[config.mk]
export PLATFORM = sky130hd
export DESIGN_NAME = ahb_arbiter2
export DESIGN_NICKNAME = d
export VERILOG_FILES = /design/src/rtl/ahb_arbiter2.sv
export SDC_FILE = /design/constraint.sdc
export NUM_CORES = 1
export LEC_CHECK = 0
export ABC_CLOCK_PERIOD_IN_PS = 3600
export BUFFER_PORTS_ARGS = -buffer_cell sky130_fd_sc_hd__buf_2
export CORE_AREA = 10 10 47 49
export DETAILED_ROUTE_END_ITERATION = 8
export DIE_AREA = 0 0 57 59
export GPL_TIMING_DRIVEN = 0
export PLACE_DENSITY = 0.58
export SLEW_MARGIN = 0
export SYNTH_ARGS = -nofsm -noshare
export SYNTH_HDL_FRONTEND = slang
export SYNTH_SLANG_ARGS = --single-unit
[constraint.sdc]
create_clock -name clk -period 3.6 [get_ports clk]
set_input_delay 0.18 -clock clk [delete_from_list [all_inputs] [get_ports clk]]
set_output_delay 0.18 -clock clk [all_outputs]
set_load 0.01 [all_outputs]
[src/rtl/ahb_arbiter2.sv]
// ahb_arbiter2: two-master AHB arbiter (M1 = I-cache fill, M2 = data path).
//
// Grant state lives directly in the HGRANT flops (GntDef / GntM1 / GntM2).
// The grant only moves on HREADY=1 edges. It is held through SEQ/BUSY beats of
// the current owner and while the owner asserts HLOCK. RETRY/SPLIT breaks
// both holds. The bus parks on master 0 (no grant) when nobody requests.
//
// Optional feature (compile-time macro ARB_TIMEOUT_EN): a hold counter bounds
// how many HREADY edges an owner may keep the bus while the other master waits.
// It never breaks a locked sequence.
//
// Parameters:
//   PRIORITY_MODE  0 = fixed (M2 over M1), 1 = round-robin
//   MAX_HOLD       owner hold limit in HREADY edges (ARB_TIMEOUT_EN only)
//
// Ports:
//   clk, rst                   clock, synchronous active-high reset
//   HBUSREQ_M1/M2, HLOCK_M1/M2 master requests and lock requests
//   HTRANS, HREADY, HRESP      muxed bus status of the current owner
//   HGRANT_M1/M2               registered grants (at most one set)
//   HMASTER, HMASTER_D         address-phase / data-phase owner ID
//   HMASTLOCK                  current address-phase transfer is locked

module ahb_arbiter2 #(
    parameter int unsigned PRIORITY_MODE = 0,
    parameter int unsigned MAX_HOLD      = 16
) (
    input  logic       clk,
    input  logic       rst,
    input  logic       HBUSREQ_M1,
    input  logic       HBUSREQ_M2,
    input  logic       HLOCK_M1,
    input  logic       HLOCK_M2,
    input  logic [1:0] HTRANS,
    input  logic       HREADY,
    input  logic [1:0] HRESP,
    output logic       HGRANT_M1,
    output logic       HGRANT_M2,
    output logic [3:0] HMASTER,
    output logic [3:0] HMASTER_D,
    output logic       HMASTLOCK
);

    // Encoding doubles as {HGRANT_M2, HGRANT_M1} and as the master ID.
    typedef enum logic [1:0] {
        GntDef = 2'b00,
        GntM1  = 2'b01,
        GntM2  = 2'b10
    } gnt_e;

    gnt_e       gnt_q, gnt_d;
    gnt_e       last_q, last_d;
    gnt_e       low_pri, arb_gnt;
    logic [3:0] hmaster_q, hmaster_d;
    logic [3:0] hmaster_dp_q, hmaster_dp_d;
    logic       hmastlock_q, hmastlock_d;
    logic       owner_lock, owner_burst, rsp_retry, hold, timeout_force;

    if (MAX_HOLD == 0) begin : g_check_max_hold
        $error("ahb_arbiter2: MAX_HOLD must be non-zero");
    end

    // HTRANS belongs to the granted master only once it also owns the address
    // phase; during a handover it still reflects the previous owner.
    assign owner_lock  = (gnt_q == GntM1 && HLOCK_M1) || (gnt_q == GntM2 && HLOCK_M2);
    assign owner_burst = (gnt_q != GntDef) && (hmaster_q == {2'b00, gnt_q}) &&
                         (HTRANS == 2'b11 || HTRANS == 2'b01);
    assign rsp_retry   = (HRESP == 2'b10) || (HRESP == 2'b11);
    // A locked transfer waiting in its data phase is covered by the HREADY=0 freeze.
    assign hold        = owner_burst || owner_lock;

    // Arbitration. For round-robin the current grant holder is the reference
    // (it is about to become owner), falling back to last_q when parked, so
    // grants alternate on consecutive edges.
    always_comb begin
        if (timeout_force) begin
            low_pri = gnt_q;
        end else if (PRIORITY_MODE == 0) begin
            low_pri = GntM1;
        end else if (gnt_q != GntDef) begin
            low_pri = gnt_q;
        end else begin
            low_pri = last_q;
        end

        if (HBUSREQ_M1 && HBUSREQ_M2) begin
            arb_gnt = (low_pri == GntM1) ? GntM2 : GntM1;
        end else if (HBUSREQ_M2) begin
            arb_gnt = GntM2;
        end else if (HBUSREQ_M1) begin
            arb_gnt = GntM1;
        end else begin
            arb_gnt = GntDef;
        end
    end

    always_comb begin
        gnt_d        = gnt_q;
        hmaster_d    = hmaster_q;
        hmaster_dp_d = hmaster_dp_q;
        hmastlock_d  = hmastlock_q;
        last_d       = last_q;
        if (HREADY) begin
            if (rsp_retry || timeout_force || !hold) begin
                gnt_d = arb_gnt;
            end
            hmaster_d    = {2'b00, gnt_q};
            hmaster_dp_d = hmaster_q;
            hmastlock_d  = owner_lock && !rsp_retry;
            if (gnt_q != GntDef) begin
                last_d = gnt_q;
            end
        end
    end

    always_ff @(posedge clk) begin
        if (rst) begin
            gnt_q        <= GntDef;
            hmaster_q    <= 4'd0;
            hmaster_dp_q <= 4'd0;
            hmastlock_q  <= 1'b0;
            last_q       <= GntM2;
        end else begin
            gnt_q        <= gnt_d;
            hmaster_q    <= hmaster_d;
            hmaster_dp_q <= hmaster_dp_d;
            hmastlock_q  <= hmastlock_d;
            last_q       <= last_d;
        end
    end

`ifdef ARB_TIMEOUT_EN
    localparam int unsigned CntW = $clog2(MAX_HOLD + 1);

    logic [CntW-1:0] hold_cnt_q, hold_cnt_d;
    logic            other_req;

    assign other_req = (gnt_q == GntM1 && HBUSREQ_M2) || (gnt_q == GntM2 && HBUSREQ_M1);
    // HMASTLOCK still covers the last locked transfer for one edge after HLOCK drops.
    assign timeout_force = (hold_cnt_q == CntW'(MAX_HOLD)) && !owner_lock && !hmastlock_q;

    always_comb begin
        hold_cnt_d = hold_cnt_q;
        if (HREADY) begin
            if (gnt_d != gnt_q) begin
                hold_cnt_d = '0;
            end else if (other_req && hold_cnt_q != CntW'(MAX_HOLD)) begin
                hold_cnt_d = hold_cnt_q + CntW'(1);
            end
        end
    end

    always_ff @(posedge clk) begin
        if (rst) begin
            hold_cnt_q <= '0;
        end else begin
            hold_cnt_q <= hold_cnt_d;
        end
    end
`else
    assign timeout_force = 1'b0;
`endif

    assign HGRANT_M1 = gnt_q[0];
    assign HGRANT_M2 = gnt_q[1];
    assign HMASTER   = hmaster_q;
    assign HMASTER_D = hmaster_dp_q;
    assign HMASTLOCK = hmastlock_q;

endmodule

== After elaboration in Yosys (flattened, before gate mapping) ==
Index checks and enable logic that the tools add are counted.
Word-level totals
  output and inout port bits: 11
  bits in registers: 7
  bits in latches: 0
  memory bits (writable): 0
  memories: 0
  ROM bits: 0
Operators by class
  add/subtract/negate cells: 0
  $mul: 0
  muxes and demuxes: 3
  div/mod/pow operators: 0
  shift-type cells: 0
  magnitude comparators: 0
  bitwise gates (word level): 0
  eq/ne operators: 7
  reductions and logical operators: 15
Operator list (count)
  2-bit equality test, second input constant: 4
  1-bit logical AND: 6
  1-bit logical OR: 5
  2-bit by 1-bit equality test with 1-bit output, second input constant: 2
  2-bit 2-to-1 mux: 2
  2-bit equality test: 1
  1-bit zero test: 2
  2-bit AND reduction: 1
  2-bit nonzero test: 1
  1-bit 2-to-1 mux: 1

== Longest topological paths before layout ==
  depth in word-level cells: 7
  mapped depth: 4

== Worst setup path before layout ==
No wires, ideal clock.
  kind: register to register
  from: register gnt_q[0]
  to: register gnt_q[0]
  clock period less this slack: 1.275 ns
  required time: 3.499 ns
  stages on the path, launching flop included: 5
  arrival time: 1.174 ns
  path slack: 2.325 ns
  setup time: 0.101 ns
  path through: dfxtp_1 -> or4bb_1 -> nand3_1 -> o21ai_0 -> o41ai_1
Between the ends
  word-level cells in the longest chain between the ends: 7
RTL lines
  start, declared: RTL line 51  | gnt_e gnt_q, gnt_d;
  start signal, assigned: RTL line 118  | gnt_q <= GntDef;
  start signal, assigned: RTL line 124  | gnt_q <= gnt_d;
  2-bit equality test, or another cell as far along: RTL line 66  | assign owner_burst = (gnt_q != GntDef) && (hmaster_q == {2'b00, gnt_q}) &&
  1-bit logical AND (on tied branches): RTL line 66, 65
  1-bit logical AND or 1-bit logical OR (tied branches): RTL line 66, 65
  1-bit logical OR *: RTL line 70  | assign hold = owner_burst || owner_lock;
  1-bit zero test *: RTL line 104  | if (rsp_retry || timeout_force || !hold) begin
  1-bit logical OR *: RTL line 104
  2-bit AND reduction (no line) *
Every way passes the cells marked *; elsewhere a longest branch is shown, timed or not.
A chain may end at the register's enable or synchronous reset.

== Final worst setup path ==
Same ends and word-level chain as after synthesis.

==> out/results.tsv <==
stage	metric	value	unit
sta	skew	3.818	ps
placement	dpl.cell_count	72	
sta	fmax	732.7	MHz
global_route	grt_use_total	0.05102	
min_path	hp-class	input pin to flip-flop	
clock_tree	hold_buffers	0	
yosys	synth_warnings	0	
yosys	synthCells	40	
yosys	synth_seq_cells	7	
power_and_ir_drop	seq_power_share	0.467	
clock_tree	clock_path_buffers	2	
power_and_ir_drop	power.switching	0.00004338	W
sta	period_minus_slack	1365	ps
power_and_ir_drop	p_clk_frac	0.395	
yosys	yosysSeqAreaShare	0.3836	
cells_and_area	syn_to_final_growth	33.56	%
yosys	muxShareOfSynthArea	0.1096	
critical_path	crit_required	3740	ps
yosys	synth_top_family_by_area	simple AND/OR/NAND/NOR gates	
cells_and_area	layout.nets	72	
critical_path	critPathArrivalTime	1500	ps
run	maxCapViolations	0	
route	drt-initial-drc-count	3	
route	drcViolationCount	0	
sta	slew_viol_final	0	
global_route	busiest_layer	met2	
floorplan	core	0.001401	mm2
yosys	synth_top_area_share	0.3836	
global_route	overflow	0	
clock_tree	htree_levels	1	
sta	rsz0062_at_grt	no	
global_route	antenna_found_initial	0	
clock_tree	root_buffer	clkbuf_4	
yosys	netlist_top_cells_area	dfxtp_1 38%, mux2i_1 11%, buf_4 8.2%	
cells_and_area	diodes	0	
yosys	synth.distinct_cells	19	
sta	worstMarginPinSlew	505.9	ps
global_route	grtUsageMet3	0.01502	
global_route	grt_max_degree	10	
global_route	grt_pass1_wl	1366	um
sta	hold_viol_final	0	
route	final_antenna_net_count	0	
placement	port_buffers	13	
sta	fin_tns_setup	0	ps
cells_and_area	most-common-layout-cells	13 x buf_2, 7 x dfxtp_1, 5 x nor2_1	
sta	setup_ws	2235	ps
route	drt_pass1_iterations	4	
yosys	synth_largest_area_cell	dfxtp_1	
route	wl_per_cell	11.91	um
clock_tree	cts_tree	built	
sta	slew_headroom	0.6617	
power_and_ir_drop	powerDensity	365.2	mW/mm2
placement	placed_cell_area	461.7	um2
cells_and_area	fin_cells	76	
run_status	outcome	complete, no violations	
route	vias	341	
route	viasPerCell	4.487	
power_and_ir_drop	swShare	0.2434	
floorplan	die-width	57	um
power_and_ir_drop	p_comb_frac	0.137	
placement	dpl.hpwl	725.2	um
yosys	synth.avg_cell_area	9.134	um2
critical_path	start_kind	flip-flop	
global_route	grt_pass1_vias	325	
cells_and_area	layout-drive-gt1-share	0.3333	
route	wirelength	905	um
critical_path	crit_type	flip-flop to flip-flop	
global_route	met2_usage	0.08217	
cells_and_area	mostFrequentLayoutCell	buf_2	
clock_tree	postCtsSetupBuffers	0	
floorplan	dieHeight	59	um
clock_tree	clk_latency	250	ps
global_route	met1_usage	0.05113	
clock_tree	cts.sinks	7	
critical_path	endpoint_kind	flip-flop	
floorplan	start_util	0.2607	
floorplan	num_rows	14	
power_and_ir_drop	internal_power	0.0001349	W
floorplan	ios	22	
critical_path	worstPathMaxFanout	7	
power_and_ir_drop	peakVddDrop	0.1654	mV
power_and_ir_drop	leakagePower	0.2460	nW
yosys	synthesis.area	365.4	um2
sta	setup_violations	0	
placement	gp_congestion	0.6946	
yosys	synth-xor-area-share	0.02397	
cells_and_area	stdcell_area	488.0	um2
clock_tree	cts_inserted_buffers	3	
floorplan	die-area	0.003363	mm2
power_and_ir_drop	power.total	0.0001782	W
placement	pre_cts_slack	2262	ps
yosys	synth-simple-area-share	0.2260	
yosys	synthAdderAreaFrac	0	
yosys	synth_compound_area_frac	0.1233	
clock_tree	ctsResizeCount	0	
sta	period_share	0.3791	
clock_tree	clk_pin_slew	50	ps
cells_and_area	n_fill_cell	163	
## power by group through the flow
stage          Combinational (W)  Sequential [W]  Clock (W)
2_1_floorplan          0.0000150       0.0000857          0
3_3_place_gp           0.0000243       0.0000849          0
3_5_place_dp           0.0000244       0.0000850          0
4_1_cts                0.0000245       0.0000833  0.0000728
5_1_grt                0.0000276       0.0000838  0.0000775
6_report               0.0000245       0.0000833  0.0000704
## critical path: stages (launching register included)
cell     delay [ps]
dfxtp_1         360
or4bb_1         540
nand3_1         170
o21ai_0         110
o41ai_1          80
## routing by layer
| layer | wire, um | part of all wire | up-vias |
|---|---|---|---|
| li1 | - | - | 177 |
| met1 | 357 | 0.39 | 154 |
| met2 | 482 | 0.53 | 8 |
| met3 | 42 | 0.046 | 2 |
| met4 | 22 | 0.024 | 0 |
| met5 | 0 | 0 | - |
## final timing paths
path	start	endpoint	slack (ps)	cells past startpoint
min	HBUSREQ_M1	gnt_q[0]	180	3
max reg2reg	gnt_q[0]	gnt_q[0]	2240	4
min reg2reg	HMASTLOCK	HMASTLOCK	480	2
max	gnt_q[0]	gnt_q[0]	2240	4
## final cells by class
cell class | count | area, um2 | share of cell area
repair buffers | 13 | 65.06 | 0.1333
flip-flops and latches | 7 | 140.1 | 0.2872
multi-input cells | 28 | 191.4 | 0.3923
plain buffers | 6 | 37.54 | 0.07692
well taps | 16 | 20.02 | 0.04103
inverters | 2 | 7.507 | 0.01538
clock buffers | 4 | 26.28 | 0.05385
## cells by family after synthesis
family | after synthesis
AND/OR/NAND/NOR | 13
buffers and inverters | 8
flip-flops | 7
AO/OA/AOI/OAI | 6
multiplexers | 4
XOR/XNOR | 1
other | 1
## synthesized netlist by cell type
cell type  n
dfxtp_1    7
nor2_1     5
buf_4      4
mux2i_1    4
inv_1      2
nor2b_1    2
o21ai_0    2
o41ai_1    2
or4bb_1    2
a311oi_1   1
buf_1      1
clkbuf_1   1
conb_1     1
nand2_1    1
nand3_1    1
nand4b_1   1
nand4bb_1  1
o32ai_1    1
xor2_1     1
## per-stage QoR
step / util / hold WS [ps]
2_1_floorplan: - / 316.3
3_3_place_gp: 0.3295 / 438.3
3_5_place_dp: 0.3295 / 435.4
4_1_cts: 0.3482 / 183.2
5_1_grt: 0.3482 / 191.1
6_report: 0.3482 / 179.5
## sequential cells by signal, summed over array words and instances (netlist names)
| register | cells |
|---|---|
| HMASTER_D | 2 |
| HMASTLOCK | 1 |
| HMASTER | 2 |
| gnt_q | 2 |
(Power assumes the default switching activity.)
